<file path="src/rtl/serial_async_rx.sv">
// Asynchronous serial receiver: synchronises the line, filters the start edge,
// samples every bit at its centre, and reports each word with a one-cycle strobe.
module serial_async_rx #(
   parameter int   MAIN_CLK_HZ     = 50_000_000,
   parameter int   SERIAL_CLK_HZ   = 9_600,
   parameter logic SERIAL_INACTIVE = 1'b1,
   parameter logic SERIAL_START    = 1'b0,
   parameter logic SERIAL_STOP     = 1'b1,
   parameter int   BITS            = 8,
   parameter int   START_BITS      = 1,
   parameter int   PARITY_BITS     = 0,
   parameter int   STOP_BITS       = 1,
   parameter logic LOWBIT_FIRST    = 1'b1,
   parameter logic EVEN_PARITY     = 1'b1
) (
   input  logic            in_clk,
   input  logic            in_rst,
   input  logic            in_enable,
   input  logic            in_serial,
   output logic            out_ready,
   output logic            out_word_finished,
   output logic [BITS-1:0] out_parallel,
   output logic            out_parity_err,
   output logic            out_frame_err
);

   localparam int CLK_DIV  = MAIN_CLK_HZ / SERIAL_CLK_HZ;
   localparam int HALF_DIV = CLK_DIV / 2;
   localparam int CTR_W    = $clog2(CLK_DIV);
   localparam int BIT_W    = $clog2(BITS + 1);

   typedef enum logic [2:0] {
      ST_READY  = 3'd0,
      ST_START  = 3'd1,
      ST_DATA   = 3'd2,
      ST_PARITY = 3'd3,
      ST_STOP   = 3'd4
   } state_t;

   state_t            state_r;
   state_t            state_next_s;
   logic              sync1_r;
   logic              sync2_r;
   logic              line_s;
   logic [CTR_W-1:0]  cycle_ctr_r;
   logic [BIT_W-1:0]  bit_ctr_r;
   logic [BIT_W-1:0]  idx_s;
   logic [BITS-1:0]   data_r;
   logic              parity_r;
   logic              par_err_r;
   logic              frame_acc_r;
   logic              sample_s;
   logic              last_bit_s;

   function automatic logic parity_mismatch(input logic sample, input logic expected);
      return sample ^ expected;
   endfunction

   function automatic logic stop_bad(input logic sample);
      return sample ^ SERIAL_STOP;
   endfunction

   assign line_s = sync2_r;

   // State register
   always_ff @(posedge in_clk or posedge in_rst) begin
      if (in_rst) begin
         state_r <= ST_READY;
      end else begin
         state_r <= state_next_s;
      end
   end

   // Next-state logic
   always_comb begin
      state_next_s = state_r;
      case (state_r)
         ST_READY: begin
            if (in_enable && (line_s == SERIAL_START)) state_next_s = ST_START;
            else                                       state_next_s = ST_READY;
         end
         ST_START: begin
            if (sample_s && (line_s != SERIAL_START)) state_next_s = ST_READY;
            else if (sample_s && last_bit_s)          state_next_s = ST_DATA;
            else                                      state_next_s = ST_START;
         end
         ST_DATA: begin
            if (sample_s && last_bit_s) state_next_s = (PARITY_BITS == 1) ? ST_PARITY : ST_STOP;
            else                        state_next_s = ST_DATA;
         end
         ST_PARITY: begin
            if (sample_s) state_next_s = ST_STOP;
            else          state_next_s = ST_PARITY;
         end
         ST_STOP: begin
            if (sample_s && last_bit_s) state_next_s = ST_READY;
            else                        state_next_s = ST_STOP;
         end
         default: state_next_s = ST_READY;
      endcase
   end

   // Sample-point and bit-position decode; the first start sample is half a bit in
   always_comb begin
      sample_s   = 1'b0;
      last_bit_s = 1'b0;
      idx_s      = bit_ctr_r;
      if ((state_r == ST_START) && (bit_ctr_r == {BIT_W{1'b0}})) begin
         sample_s = (cycle_ctr_r == CTR_W'(HALF_DIV - 1));
      end else if (state_r != ST_READY) begin
         sample_s = (cycle_ctr_r == CTR_W'(CLK_DIV - 1));
      end else begin
         sample_s = 1'b0;
      end
      case (state_r)
         ST_START:  last_bit_s = (bit_ctr_r == BIT_W'(START_BITS - 1));
         ST_DATA:   last_bit_s = (bit_ctr_r == BIT_W'(BITS - 1));
         ST_PARITY: last_bit_s = 1'b1;
         ST_STOP:   last_bit_s = (bit_ctr_r == BIT_W'(STOP_BITS - 1));
         default:   last_bit_s = 1'b0;
      endcase
      if (LOWBIT_FIRST) idx_s = bit_ctr_r;
      else              idx_s = BIT_W'(BITS - 1) - bit_ctr_r;
   end

   // Synchroniser, counters, deserialiser and registered outputs
   always_ff @(posedge in_clk or posedge in_rst) begin
      if (in_rst) begin
         sync1_r           <= SERIAL_INACTIVE;
         sync2_r           <= SERIAL_INACTIVE;
         cycle_ctr_r       <= {CTR_W{1'b0}};
         bit_ctr_r         <= {BIT_W{1'b0}};
         data_r            <= {BITS{1'b0}};
         parity_r          <= 1'b0;
         par_err_r         <= 1'b0;
         frame_acc_r       <= 1'b0;
         out_ready         <= 1'b1;
         out_word_finished <= 1'b0;
         out_parallel      <= {BITS{1'b0}};
         out_parity_err    <= 1'b0;
         out_frame_err     <= 1'b0;
      end else begin
         sync1_r           <= in_serial;
         sync2_r           <= sync1_r;
         out_ready         <= (state_next_s == ST_READY);
         out_word_finished <= 1'b0;

         if ((state_r == ST_READY) || sample_s) cycle_ctr_r <= {CTR_W{1'b0}};
         else                                   cycle_ctr_r <= cycle_ctr_r + CTR_W'(1);

         if (state_next_s != state_r) bit_ctr_r <= {BIT_W{1'b0}};
         else if (sample_s)           bit_ctr_r <= bit_ctr_r + BIT_W'(1);

         case (state_r)
            ST_READY: begin
               if (state_next_s == ST_START) begin
                  parity_r    <= ~EVEN_PARITY;
                  par_err_r   <= 1'b0;
                  frame_acc_r <= 1'b0;
               end
            end
            ST_DATA: begin
               if (sample_s) begin
                  for (int i = 0; i < BITS; i++) begin
                     if (idx_s == BIT_W'(i)) data_r[i] <= line_s;
                  end
                  parity_r <= parity_r ^ line_s;
               end
            end
            ST_PARITY: begin
               if (sample_s) par_err_r <= parity_mismatch(line_s, parity_r);
            end
            ST_STOP: begin
               if (sample_s) begin
                  frame_acc_r <= frame_acc_r | stop_bad(line_s);
                  // A bad stop bit still delivers the word, just flagged
                  if (last_bit_s) begin
                     out_parallel      <= data_r;
                     out_parity_err    <= par_err_r;
                     out_frame_err     <= frame_acc_r | stop_bad(line_s);
                     out_word_finished <= 1'b1;
                  end
               end
            end
            default: begin
            end
         endcase
      end
   end

endmodule

</file>
<file path="config.mk">
export PLATFORM = sky130hd
export DESIGN_NAME = serial_async_rx
export DESIGN_NICKNAME = d
export VERILOG_FILES = /design/src/rtl/serial_async_rx.sv
export SDC_FILE = /design/constraint.sdc
export NUM_CORES = 1
export LEC_CHECK = 0
export CORE_ASPECT_RATIO = 1.1
export CORE_MARGIN = 3
export CORE_UTILIZATION = 52
export DETAILED_ROUTE_END_ITERATION = 10
export PLACE_DENSITY = 0.79
export SLEW_MARGIN = 15
export SYNTH_ARGS = -nofsm -noshare
export SYNTH_HDL_FRONTEND = slang
export SYNTH_SLANG_ARGS = --single-unit
</file>
<file path="constraint.sdc">
create_clock -name in_clk -period 2.25 [get_ports in_clk]
set_input_delay 0.3375 -clock in_clk [delete_from_list [all_inputs] [get_ports in_clk]]
set_output_delay 0.3375 -clock in_clk [all_outputs]
set_load 0.03 [all_outputs]
</file>
## Word level (Yosys, flattened, before mapping)

Index checks and enable logic that the tools add are counted.

| operators by class | value |
|---|---|
| multipliers | 0 |
| multiplexer cells | 22 |
| reductions and logical operators | 26 |
| $lt $le $gt $ge | 0 |
| divide/modulo/power cells | 0 |
| $add $sub $neg | 2 |
| bitwise gates (word level) | 3 |
| shift-type cells | 0 |
| eq/ne operators | 19 |

Operator list:

| cell | number |
|---|---|
| 3-bit AND reduction | 12 |
| 4-bit by 3-bit equality test with 1-bit output, second input constant | 4 |
| 3-bit one-hot mux with 5 select lines | 1 |
| 13-bit by 1-bit adder with 13-bit output, second input constant | 1 |
| 13-bit by 12-bit equality test with 1-bit output, second input constant | 1 |
| 13-bit equality test, second input constant | 1 |
| 13-bit 2-to-1 mux | 1 |
| 1-bit 2-to-1 mux | 9 |
| 3-bit 2-to-1 mux | 3 |
| 4-bit by 2-bit equality test with 1-bit output, second input constant | 2 |
| 4-bit 2-to-1 mux | 2 |
| 2-bit nonzero test | 4 |
| 3-bit by 1-bit equality test with 1-bit output, second input constant | 2 |
| 3-bit by 2-bit equality test with 1-bit output, second input constant | 2 |
| 3-bit zero test | 2 |
| 2-bit inequality test, second input constant | 3 |
| 1-bit one-hot mux with 2 select lines | 3 |
| 4-bit by 1-bit adder with 4-bit output, second input constant | 1 |
| 4-bit by 1-bit equality test with 1-bit output, second input constant | 1 |
| 1-bit logical AND | 4 |
| 4-bit zero test | 1 |
| 2-bit 2-to-1 mux | 2 |
| 3-bit equality test, second input constant | 1 |
| 3-bit inequality test | 1 |
| 8 further kinds | 8 |

| storage, ports and cells | value |
|---|---|
| input port bits | 4 |
| ROM bits | 0 |
| bits in registers | 45 |
| output and inout bits | 12 |
| bits in writable memories | 0 |
| memories kept | 0 |
| word-level logic and storage cells | 93 |
| latch bits | 0 |

## Longest topological paths before layout

| depth | value |
|---|---|
| word-level depth | 10 |
| depth in mapped cells | 9 |
| gate-level depth less buffers | 7 |

## Worst setup path after synthesis

No wires, ideal clock.

| timing path | value |
|---|---|
| path kind | register -> register |
| start point | register cycle_ctr_r[0] |
| end point | register out_parallel[0] |
| setup time | 125 ps |
| path slack | 118 ps |
| period minus slack after synthesis | 2132 ps |
| stages on the path, launching flop included | 8 |
| buffers on the path | 2 |
| arrival time | 2007 ps |
| required time | 2125 ps |
| path through | dfrtp_1 -> ha_1 -> nand4bb_1 -> or3_1 -> buf_6 -> nor4_4 -> buf_6 -> mux2_4 |

| between the ends | value |
|---|---|
| longest elaborated chain between the ends | 4 |
| elaborated cells on any way between the ends | 5 |
| classes of those cells | eq/ne (2); mux (2); reduce/logical (1) |

RTL lines:

| what | RTL line | RTL |
|---|---|---|
| from (decl) | 45 | `logic [CTR_W-1:0] cycle_ctr_r;` |
| from (signal assigned) | 131 | `cycle_ctr_r <= {CTR_W{1'b0}};` |
| from (signal assigned) | 148 | `if ((state_r == ST_READY) \|\| sample_s) cycle_ctr_r <= {CTR_W{1'b0}};` |
| from (signal assigned) | 149 | `else cycle_ctr_r <= cycle_ctr_r + CTR_W'(1);` |
| 13-bit equality test | 111 | `sample_s = (cycle_ctr_r == CTR_W'(CLK_DIV - 1));` |
| 1-bit 2-to-1 mux | 110 | `end else if (state_r != ST_READY) begin` |
| 1-bit 2-to-1 mux * | 108 | `if ((state_r == ST_START) && (bit_ctr_r == {BIT_W{1'b0}})) begin` |
| 3-bit AND reduction (no source line) * | n/a |  |
| to (signal assigned) | 139 | `out_parallel <= {BITS{1'b0}};` |
| to (signal assigned) | 178 | `out_parallel <= data_r;` |
| to (decl) | 22 | `output logic [BITS-1:0] out_parallel,` |

Mark *: on every way between the ends. The rest lies on a longest branch, timed or not.
A chain may end at the register's enable or synchronous reset.

## Worst setup path after layout

| timing path | value |
|---|---|
| start point | register cycle_ctr_r[0] |
| end point | register out_parallel[7] |

The elaborated chain is that of the path after synthesis.

==> key figures <==
Layout
  • Core Util, Final: 66.9%
  • Final net count: 243
  • Final std cells w/o fill: 287
  • Layout fillers: 328
  • Synth-to-layout area growth: 20.0%
  • Total inserted antenna cells: 0
  • Layout cells sized above 1: 23.4%

Worst setup path
  • Family with the most delay on the worst path: simple AND/OR/NAND/NOR gates
  • Critical path class: register to register
  • Setup crit start kind: register
  • Worst Path Max Fanout: 12
  • Crit-path cells: ha_1 -> nand4bb_1 -> or3_1 -> nor4_4 -> buf_12 -> mux2_2
  • Data required, critical path: 2430 ps
  • CP peak stage delay: 500 ps
  • Worst path bufs/invs: 1
  • CP arrival: 2280 ps
  • Slowest cell on the critical path: or3_1
  • Crit path capture type: register

Detailed routing
  • 1st-pass router iterations: 4
  • Via density: 5.55
  • Residual DRC: 0
  • WL/cell: 14.8 um
  • Post-DRT Antenna Nets: 0
  • DR iter-0 viols: 90
  • Routed via count: 1593
  • Detailed Route WL: 4250 um

Clock network
  • Worst skew pair latency: 300 ps
  • Total number of H-tree levels: 2
  • CTS Hold Bufs: 0
  • Clk sink count: 45
  • CTS max path bufs: 2
  • CTS Buf Count: 5
  • Root Buffer: clkbuf_8
  • Clk slew on worst S/H paths: 100 ps
  • CTS tree: done

Timing
  • Fin. Hold Viols: 0
  • Setup tns final: 0 ps
  • Final min period: 2100 ps
  • Period utilization: 93.3%
  • Worst-Margin Slew: 474 ps
  • Final Max Tran Viols: 0
  • Worst rel slew slack: 68.4%
  • Final worst slack: 150 ps
  • Max Clock Skew: 15.7 ps
  • Upper clock frequency limit: 476 MHz
  • Setup Viol. Count Final: 0

Yosys
  • Count leader, synth: dfrtp_1
  • Post-Syn Instances: 206
  • Syn Nets: 215
  • Distinct cells, synth: 44
  • Yosys reg bits: 45
  • Seq/Total Area, Yosys: 49.7%
  • Commonest cells in the netlist: dfrtp_1 (42), nor2_1 (22), nand2_1 (16)
  • Synth warn: 0
  • Ranking of synthesized cells by area: dfrtp_1 (46%), mux2_2 (5.0%), mux2_4 (4.6%)
  • Synth Flop Type: dfrtp_1
  • Synth area leader: dfrtp_1
  • EDFF count, synth: 0
  • Post-synth top area share: 46.2%
  • Post-Syn Area: 2270 um^2
  • Post-synth ARST share: 100%
  • Mean Syn Cell Area: 11.0 um^2

Outcome
  • Outcome: complete, no violations

Pwr
  • Maximum vdd drop: 0.430 mV
  • Static Leak: 1.18 nW
  • Cell Pwr Density: 533 nW/um^2
  • Overall Power: 0.00146 W

Placement
  • Inst Count DP: 277
  • Number of port buffers: 15
  • Pre-CTS setup slack: 8.68 ps
  • Hpwl dp: 2950 um
  • Placer Congestion: 0.787

Global routing
  • Antenna violations before repair: 0
  • Vias in the first global route: 1577
  • Grt ovf: 0
  • Largest net degree at the start of global routing: 25
  • Global-route wire length before repair: 7110 um
  • Tot GR Track Use: 17.0%

Floorplanning
  • Initial Util: 55.7%
  • IO Pins: 16
  • Core area: 4080 um^2
  • Die area: 5200 um^2
  • Chip width: 69.1 um
  • Die height: 75.4 um
  • Number of core rows: 24

Hold path
  • Hold Crit Class: primary input to asynchronous set/reset pin

Flow run
  • # Max-Cap Violations: 0
-- worst register-to-register path: stages, from the launching register on --
cell	delay (ps)
dfrtp_1	380
ha_1	170
nand4bb_1	120
or3_1	500
nor4_4	290
buf_12	180
mux2_2	330
-- repair_timing --
action,4_1_cts,5_1_grt
setup endpoints to repair,2,7
pin swaps,0,1
setup buffers,0,2
resized for setup,1,5
endpoints found under the hold margin,0,0
-- kinds of logic (layout without fill, tap and decap cells) --
family / Yosys count / after routing / synth area share, %
AO/OA/AOI/OAI: 24 / 24 / 7.65
flip-flops: 45 / 45 / 49.7
XOR/XNOR: 13 / 13 / 5.01
AND/OR/NAND/NOR: 83 / 83 / 20.6
multiplexers: 20 / 20 / 10.9
adder cells (fa/ha/maj): 5 / 5 / 2.75
buffers and inverters: 16 / 45 / 3.41
-- layout make-up --
cell class / count / area (um^2) / area share (%)
well taps: 52 / 65.1 / 2.38
multi-input cells: 145 / 1110 / 40.5
clock inverters: 3 / 46.3 / 1.70
repair buffers: 30 / 288 / 10.5
flip-flops and latches: 45 / 1130 / 41.4
inverters: 7 / 26.3 / 0.962
clock buffers: 5 / 68.8 / 2.52
-- per-layer routing --
layer / part of all wire [%] / global-route usage [%] / wire, um
met3: 2.8 / 3.17 / 119
met4: 0.85 / 5.21 / 36
met1: 43 / 20.4 / 1850
met5: 0 / 0 / 0
met2: 53 / 31.5 / 2250
-- metrics by stage --
step | hold WS [ps] | cell area, um^2
2_1_floorplan | 342 | 2270
3_3_place_gp | 346 | 2560
3_5_place_dp | 347 | 2560
4_1_cts | 359 | 2680
5_1_grt | 365 | 2730
6_report | 358 | 2730
-- flip-flops by register name, summed over array words and instances (netlist names) --
register           flops
cycle_ctr_r           13
data_r                 8
out_parallel           8
bit_ctr_r              4
state_r                3
frame_acc_r            1
line_s                 1
out_frame_err          1
out_parity_err         1
out_ready              1
out_word_finished      1
par_err_r              1
parity_r               1
sync1_r                1
-- power breakdown --
group	total, W	leakage [nW]	internal [W]	switching [W]
logic	0.0000272	0.539	0.00000940	0.0000178
clock network	0.000613	0.0543	0.000332	0.000281
registers	0.000816	0.588	0.000811	0.00000455
-- cells in the final DEF, fill, tap and decap left out, types with 6 or more instances in the layout --
cell type,instances
mux2_2,10
nor2_1,22
dfrtp_1,42
nand2_1,16
clkdlybuf4s50_1,15
buf_4,13
inv_1,6
nor3_1,8
mux2_4,7
nand3_1,11
xnor2_1,8
-- final timing paths --
kind                       slack, ps              end           start  cells after the start
setup reg to reg                 150  out_parallel[7]  cycle_ctr_r[0]                      6
hold reg to reg                  360           line_s         sync1_r                      0
min in group in_clk              360           line_s         sync1_r                      0
setup / recovery                 150  out_parallel[7]  cycle_ctr_r[0]                      6
max in group asynchronous       1390         parity_r          in_rst                      3
hold / removal                   360   cycle_ctr_r[2]          in_rst                      2
Power figures use the tool's default switching activity.
